File: src/rtl/pipelined_reduce_gate.sv
// Bubble-masked bit reduction (OR/AND/XOR/XNOR) with a valid-tagged pipeline,
// optional sticky capture and a change pulse, for flag/interrupt aggregation.
module pipelined_reduce_gate #(
  parameter int unsigned             NrOfInputs  = 7,
  parameter logic [NrOfInputs-1:0]   BubblesMask = '0,
  parameter int unsigned             PipeStages  = 1
) (
  input  logic                  GlobalClock,
  input  logic                  Reset_n,
  input  logic                  ClockEnable,
  input  logic [NrOfInputs-1:0] Inputs,
  input  logic                  InValid,
  input  logic [1:0]            Mode,
  input  logic                  Sticky,
  input  logic                  Clear,
  output logic                  Result,
  output logic                  OutValid,
  output logic                  Changed
);

  typedef enum logic [1:0] {
    MODE_OR   = 2'b00,
    MODE_AND  = 2'b01,
    MODE_XOR  = 2'b10,
    MODE_XNOR = 2'b11
  } mode_e;

  if ((NrOfInputs < 2) || (NrOfInputs > 64)) begin : g_bad_inputs
    $error("pipelined_reduce_gate: NrOfInputs must be 2..64");
  end
  if ((PipeStages < 1) || (PipeStages > 4)) begin : g_bad_stages
    $error("pipelined_reduce_gate: PipeStages must be 1..4");
  end

  logic [NrOfInputs-1:0] real_c;
  logic                  red_c;
  logic                  last_data;
  logic                  last_valid;

  // Stage 0: bubble inversion and run-time selected reduction
  always_comb begin
    real_c = Inputs ^ BubblesMask;
    red_c  = 1'b0;
    unique case (mode_e'(Mode))
      MODE_OR:   red_c = |real_c;
      MODE_AND:  red_c = &real_c;
      MODE_XOR:  red_c = ^real_c;
      MODE_XNOR: red_c = ~^real_c;
      default:   red_c = 1'b0;
    endcase
  end

  // The Result register is the final stage, so PipeStages-1 intermediate stages sit in front of it
  if (PipeStages == 1) begin : g_direct
    assign last_data  = red_c;
    assign last_valid = InValid;
  end else begin : g_pipe
    localparam int unsigned Depth = PipeStages - 1;
    logic [Depth-1:0] data_q;
    logic [Depth-1:0] vld_q;

    always_ff @(posedge GlobalClock or negedge Reset_n) begin
      if (!Reset_n) begin
        data_q <= '0;
        vld_q  <= '0;
      end else if (ClockEnable) begin
        data_q[0] <= red_c;
        vld_q[0]  <= InValid;
        for (int unsigned i = 1; i < Depth; i++) begin
          data_q[i] <= data_q[i-1];
          vld_q[i]  <= vld_q[i-1];
        end
      end
    end

    assign last_data  = data_q[Depth-1];
    assign last_valid = vld_q[Depth-1];
  end

  logic result_q, result_d;
  logic hold_q, hold_d;
  logic ovalid_q, ovalid_d;
  logic changed_q, changed_d;
  logic set_c;

  // Output stage: sticky hold, result update and change detection
  always_comb begin
    set_c     = last_valid & last_data;
    result_d  = result_q;
    hold_d    = hold_q;
    ovalid_d  = ovalid_q;
    changed_d = 1'b0;
    if (ClockEnable) begin
      ovalid_d = last_valid;
      if (Sticky) begin
        // A set on the same cycle as Clear wins so no event is lost
        hold_d   = Clear ? set_c : (hold_q | set_c);
        result_d = hold_d;
      end else begin
        if (last_valid) begin
          result_d = last_data;
        end
        hold_d = result_d;
      end
      changed_d = (result_d != result_q);
    end
  end

  always_ff @(posedge GlobalClock or negedge Reset_n) begin
    if (!Reset_n) begin
      result_q  <= 1'b0;
      hold_q    <= 1'b0;
      ovalid_q  <= 1'b0;
      changed_q <= 1'b0;
    end else begin
      result_q  <= result_d;
      hold_q    <= hold_d;
      ovalid_q  <= ovalid_d;
      changed_q <= changed_d;
    end
  end

  assign Result   = result_q;
  assign OutValid = ovalid_q;
  // Pulse is suppressed while the block is stalled
  assign Changed  = changed_q & ClockEnable;

endmodule
File: config.mk
export PLATFORM = sky130hd
export DESIGN_NAME = pipelined_reduce_gate
export DESIGN_NICKNAME = d
export VERILOG_FILES = /design/src/rtl/pipelined_reduce_gate.sv
export SDC_FILE = /design/constraint.sdc
export NUM_CORES = 1
export LEC_CHECK = 0
export ABC_CLOCK_PERIOD_IN_PS = 800
export BUFFER_PORTS_ARGS = -buffer_cell sky130_fd_sc_hd__buf_2
export CAP_MARGIN = 25
export CORE_AREA = 3 3 40 42
export CTS_CLUSTER_SIZE = 40
export DETAILED_ROUTE_END_ITERATION = 7
export DIE_AREA = 0 0 43 45
export PLACE_DENSITY_LB_ADDON = 0.3
export SYNTH_ARGS = -nofsm -noshare
export SYNTH_HDL_FRONTEND = slang
export SYNTH_SLANG_ARGS = --single-unit
export TNS_END_PERCENT = 50
File: constraint.sdc
create_clock -name GlobalClock -period 0.8 [get_ports GlobalClock]
set_input_delay 0.12 -clock GlobalClock [delete_from_list [all_inputs] [get_ports GlobalClock]]
set_output_delay 0.12 -clock GlobalClock [all_outputs]
set_load 0.05 [all_outputs]
==> summary.txt, run 1 <==
Synthesis
  • Register area share after synthesis: 0.230
  • Post-synthesis mux area share: 0.0996
  • Post-Synth Simple-Gate Area: 0.165
  • Post-Syn Nets: 55
  • Number of enable flip-flop cells after synthesis: 0
  • Cell taking the most area after synthesis: dfrtp_1
  • Synth Area in Compound Gates: 0.115
  • Synth top cells by count: inv_1 (7), ha_1 (6), dfrtp_1 (3)
  • YS warnings: 0
  • Synth area leaders: dfrtp_1 (23%), ha_1 (23%), inv_1 (8.0%)
  • Gate Count Post-Synth: 34
  • Syn Area/Cell: 9.60 sq um
  • Synthesized-area fraction occupied by adder cells: 0.230
  • Distinct cells, synth: 17
  • XOR/XNOR Fraction of Synth Area: 0.0805
  • Netlist Area Pre-Place: 327 sq um
  • Most frequent cell after synthesis: inv_1
  • Top FF cell, synth: dfrtp_1
  • FF+latch count, synth: 3
  • Yosys top cell area share: 0.230
  • Synth async-reset ratio: 1.00
  • Main combinational cell family by area after synthesis: adder cells

Global routing
  • GRT Total Usage: 0.0826
  • Gr ovfl total: 0
  • Vias in the first global route: 333
  • Antenna violations before repair: 0
  • Largest net degree at the start of global routing: 7
  • First-pass GRT wire length: 1.21 mm

Worst hold path
  • Hold path depth: 3
  • Hold_sp: ClockEnable
  • Min-Delay Path Class: input pin to flip-flop
  • Hold EP: changed_q

Final layout
  • Non-Filler Instances: 79
  • Register Area: approximately 75 sq um
  • Share of cells above drive strength 1: 0.672
  • Multi-input logic area: about 270 sq um
  • Util after Layout: 0.520
  • Diode count: 0
  • Total Nets Final: 86
  • # fillers: 125
  • Syn-to-layout area delta: 105%

Detailed routing
  • Via count: around 340
  • Post-DR vias/cell: 4.33
  • Drc violations: 0
  • Drt initial violations: 3
  • DRT Wirelength: 720 microns
  • First drt pass iteration count: 4
  • Antenna viol nets, final: 0
  • Routed length per instance: 9.11 microns

Critical path
  • WP buf/inv: 2
  • Worst r2r src: Result
  • Worst Path Required: 0.95 ns
  • CP max stage delay: approximately 0.21 ns
  • CP Cell Sequence: buf_8 -> inv_6 -> ha_4 -> xor2_1 -> xnor2_1 -> o311ai_2 -> a31oi_2 -> mux2i_1
  • Setup crit end kind: flip-flop
  • CP Class: input pin to flip-flop
  • R2R cell count: 2
  • Reg-to-Reg End: changed_q
  • Crit path max fanout: 2
  • CP Data Arrival Time: 1.34 ns
  • CP delay by family, top: XOR/XNOR gates
  • Critical path startpoint: Inputs[0]
  • CP max stage cell: xnor2_1
  • Setup slack, reg-to-reg: 0.04 ns
  • Startpoint type of the worst setup path: input pin

Floorplanning
  • Die width: 43 microns
  • Die Footprint: 1940 sq um
  • Die height: 45 microns
  • Row cnt: 13
  • Core Region: 1280 sq um
  • I/O pin cnt: 18
  • Starting density of the core: 0.254

STA
  • Final TNS setup: -1.17 ns
  • Setup Skew: 0.0000177 ns
  • Hold Fails Final Rpt: 0
  • PnR worst setup slack: -0.390 ns
  • Relative slew slack: 0.837
  • Worst hold slack: 0.206 ns
  • Count of final max-slew check failures: 0
  • RSZ-0062 raised after global routing: yes
  • Final Critical Period: 1.19 ns
  • Endpoints failing setup: 5
  • Worst Max-Slew Pin Slew: 0.241 ns
  • Highest Clock Rate: 840 MHz
  • Final worst path period share: 1.49

Clock network
  • CTS tree: built
  • Clk sinks: 3
  • Clock Tree Buf Depth: 2
  • Clk slew on worst S/H paths: 0.04 ns
  • Root Driver: clkbuf_4
  • CTS buffer count: 3
  • H-Tree Level Count: 1
  • Skew-Pair Late Insertion Delay: 0.23 ns

Place
  • Post-Place Cells: 74
  • DP HPWL: around 630 microns
  • # port buffers: 17
  • Pre-CTS WS: -0.790 ns
  • Placer congestion estimate: 0.638

Run status
  • Status: finished, violations left
  • Failing checks: setup timing

Power
  • Leakage: 0.318 nW
  • Power per cell area: 1290 nW/um^2
  • Maximum VDD drop: 0.344 mV

Run
  • Max-cap viol count: 0
timing repair:
action / 4_1_cts / 5_1_grt
pin swaps: 6 / 0
endpoints found under the hold margin: 3 / 0
setup buffers: 0 / 0
endpoints found under the setup margin: 5 / 5
hold buffers: 1 / 0
gates resized for setup: 20 / 0
worst max-delay path by stage:
stage	endpoint	slack (ns)	cells after the start
2_1_floorplan	Result	-0.53	7
3_3_place_gp	Result	-0.76	8
3_5_place_dp	Result	-0.79	8
4_1_cts	changed_q	-0.41	8
5_1_grt	Result	-0.47	8
6_report	changed_q	-0.39	8
routing by layer:
metal | track usage | share of wire | vias to the layer above
li1 | - | - | 177
met1 | 0.102 | 0.40 | 149
met2 | 0.132 | 0.49 | 16
met3 | 0.0159 | 0.11 | 0
met4 | 0.0542 | 0 | 0
met5 | 0 | 0 | -
placed cells by master (no fill, tap or decap), drive strengths merged:
cell type,count
a22o,1
a31oi,1
and2,1
buf,25
clkbuf,4
dfrtp,3
dlygate4sd3,1
ha,6
inv,7
mux2,2
mux2i,1
nand2,1
nand2b,2
nand3,2
nand4,1
nor2b,1
nor4b,1
o311ai,1
xnor2,2
xor2,1
through the flow:
stage	area (sq um)	total power [mW]
after floorplan	394	0.416
after global placement	558	0.541
after detailed placement	558	0.549
after CTS	668	0.874
after global routing	668	0.923
final	668	0.861
tightest hold or removal path, cell delays in order:
cell and delay (ns):
buf_2 0.14, nand3_1 0.07, mux2i_1 0.06
sequential cells by signal, summed over array words and instances (netlist names):
signal	cells
OutValid	1
Result	1
changed_q	1
power by group:
group          internal, mW  switching [mW]  leakage, nW
Sequential            0.175          0.0179       0.0373
Clock                 0.186          0.0699       0.0150
Combinational         0.220           0.192        0.266
Total                 0.581           0.280        0.318
kinds of logic (layout without fill, tap and decap cells):
logic type      count (synthesis)  count (layout)
compound gates                  3               3
flops                           3               3
mux                             3               3
simple gates                    9               9
buf+inv                         7              37
fa+ha+maj                       6               6
xor+xnor                        3               3
cell type report:
class / count / area share
clock buffer: 4 / 0.0393
inverter: 7 / 0.0768
multi-input combinational: 24 / 0.408
sequential: 3 / 0.112
tap: 15 / 0.0281
timing repair buffer: 26 / 0.335
(Power assumes the default switching activity.)
==> run 2: changes to the inputs <==
Settings changed: CTS_CLUSTER_SIZE 40 to 10, REMOVE_ABC_BUFFERS set to 1.
==> run 2 against run 1 <==
  * Power increased by 2.9%
  * Clock skew is essentially flat
  * Largest power group unchanged
  * Critical path type unchanged
  * Sequential power is essentially flat
  * The flow still finishes with violations (setup timing)
  * Setup slack worse by 0.020 ns
  * Register-to-register slack barely moved
  * Core utilization is 1.5 points lower
  * Largest cell class unchanged
  * Final area shrank 2.8%
  * Non-clock buffer count is the same
==> summary.txt, run 2 (synthesis results as in run 1) <==
STA
  • Final worst path period share: 1.51
  • Setup Skew: 0.0000578 ns
  • Worst Max-Slew Pin Slew: 0.275 ns
  • Final Critical Period: between 1 and 1.5 ns
  • Count of final max-slew check failures: 0
  • PnR worst setup slack: -0.410 ns
  • Endpoints failing setup: 5
  • Relative slew slack: 0.814
  • Highest Clock Rate: roughly 830 MHz
  • Hold Fails Final Rpt: 0
  • Worst hold slack: 0.168 ns
  • RSZ-0062 raised after global routing: yes

Critical path
  • CP Cell Sequence: buf_8 -> inv_4 -> ha_4 -> xor2_4 -> xnor2_2 -> o311ai_2 -> a31oi_2 -> a22o_1
  • WP buf/inv: 2
  • CP delay by family, top: compound AO/OA/AOI/OAI gates
  • CP max stage delay: 0.23 ns
  • CP Data Arrival Time: roughly 1.3 ns
  • CP Class: input pin to flip-flop
  • CP max stage cell: o311ai_2
  • Startpoint type of the worst setup path: input pin
  • Worst Path Required: around 0.92 ns
  • Reg-to-Reg End: OutValid
  • Setup crit end kind: flip-flop
  • Worst path depth: 8
  • Worst r2r src: OutValid
  • R2R cell count: 1
  • CP endpoint: Result
  • Crit path max fanout: 2
  • Setup slack, reg-to-reg: 0.05 ns
  • Critical path startpoint: Inputs[4]

Place
  • Placer congestion estimate: 0.647
  • Post-Place Cells: 73
  • DP HPWL: between 500 and 600 microns
  • # port buffers: 17

Clock network
  • H-Tree Level Count: 1
  • Clk slew on worst S/H paths: 0.04 ns
  • CTS tree: built
  • Root Driver: clkbuf_4
  • CTS buffer count: 3
  • Clk sinks: 3
  • Skew-Pair Late Insertion Delay: approximately 0.23 ns
  • Clock Tree Buf Depth: 2

Global routing
  • Gr ovfl total: 0
  • GRT Total Usage: 0.0942
  • First-pass GRT wire length: 1.35 mm
  • Antenna violations before repair: 0
  • Largest net degree at the start of global routing: 7
  • Vias in the first global route: 368

Final layout
  • Most frequent cells in the layout: buf_2 (10), buf_4 (9), buf_6 (5)
  • Non-Filler Instances: 79
  • Commonest non-fill, non-tap cell in the layout: buf_2
  • Syn-to-layout area delta: 98.9%
  • Total Nets Final: 86
  • Diode count: 0
  • Share of cells above drive strength 1: 0.703

Floorplanning
  • Die Footprint: roughly 1900 sq um
  • Core Region: 1280 sq um
  • Die width: 43 microns
  • I/O pin cnt: 18
  • Die height: 45 microns
  • Row cnt: 13
  • Starting density of the core: 0.254

Power
  • Leakage: 0.315 nW
  • Total power draw: around 0.9 mW
  • Power per cell area: 1370 nW/um^2
  • Maximum VDD drop: 0.442 mV

Detailed routing
  • Post-DR vias/cell: 4.37
  • Antenna viol nets, final: 0
  • First drt pass iteration count: 3
  • Drt initial violations: 1
  • Via count: about 350
  • Routed length per instance: 9.29 microns
  • Drc violations: 0
  • DRT Wirelength: 734 microns

Run status
  • Failing checks: setup timing
  • Status: finished, violations left

Run
  • Max-cap viol count: 0

Worst hold path
  • Min-Delay Path Class: input pin to flip-flop
-- run 2: cell count changes in the layout (fill, tap and decap cells not counted) --
cell     previous run  this run
inv_6               1         0
xnor2_1             1         0
inv_4               3         2
inv_12              1         0
buf_6               7         5
buf_2               8        10
xnor2_2             1         2
buf_12              1         0
xor2_1              1         0
inv_2               1         4
buf_4               8         9
xor2_4              0         1
-- run 2: area by class of cell --
type	instances	area, sq um
multi-input combinational	24	299
clock buffer	4	26.3
sequential	3	75.1
timing repair buffer	26	199
fill	121	636
tap	15	18.8
inverter	7	31.3
-- run 2: power breakdown --
group	leakage [nW]	internal (mW)	switching, mW	total [mW]
clock network	0.0150	0.187	0.0804	0.267
logic	0.262	0.226	0.203	0.429
registers	0.0373	0.175	0.0154	0.191
total	0.315	0.588	0.298	0.887
-- run 2: metrics by stage --
stage               TNS [ns]  worst slack (ns)   util  area, sq um
finish                 -1.20            -0.410  0.505          649
global route           -1.49            -0.482  0.505          649
CTS                    -1.31            -0.418  0.473          608
detailed placement     -1.45            -0.737  0.376          483
global placement       -1.49            -0.751  0.376          483
floorplan              -1.34            -0.579      -          327
-- run 2: worst min-delay path by stage --
stage	start	end	slack [ns]	cells after the start
2_1_floorplan	Reset_n	OutValid	-0.18	0
3_3_place_gp	Reset_n	Result	-0.08	1
3_5_place_dp	Reset_n	Result	-0.08	1
4_1_cts	InValid	OutValid	0.17	2
5_1_grt	InValid	OutValid	0.17	2
6_report	InValid	OutValid	0.17	2
-- run 2: timing repair --
action	CTS	global route
gates resized for setup	20	7
endpoints found under the setup margin	5	5
endpoints found under the hold margin	3	0
hold buffers	1	0
gates cloned	0	0
buffers inserted	0	1
pin swaps	8	2
-- run 2: layer usage --
metal | track usage | up-vias | part of all wire
met5 | 0 | - | 0
met4 | 0.0723 | 0 | 0.029
met3 | 0.0279 | 3 | 0.10
met2 | 0.162 | 18 | 0.53
met1 | 0.0966 | 149 | 0.34
li1 | - | 175 | -
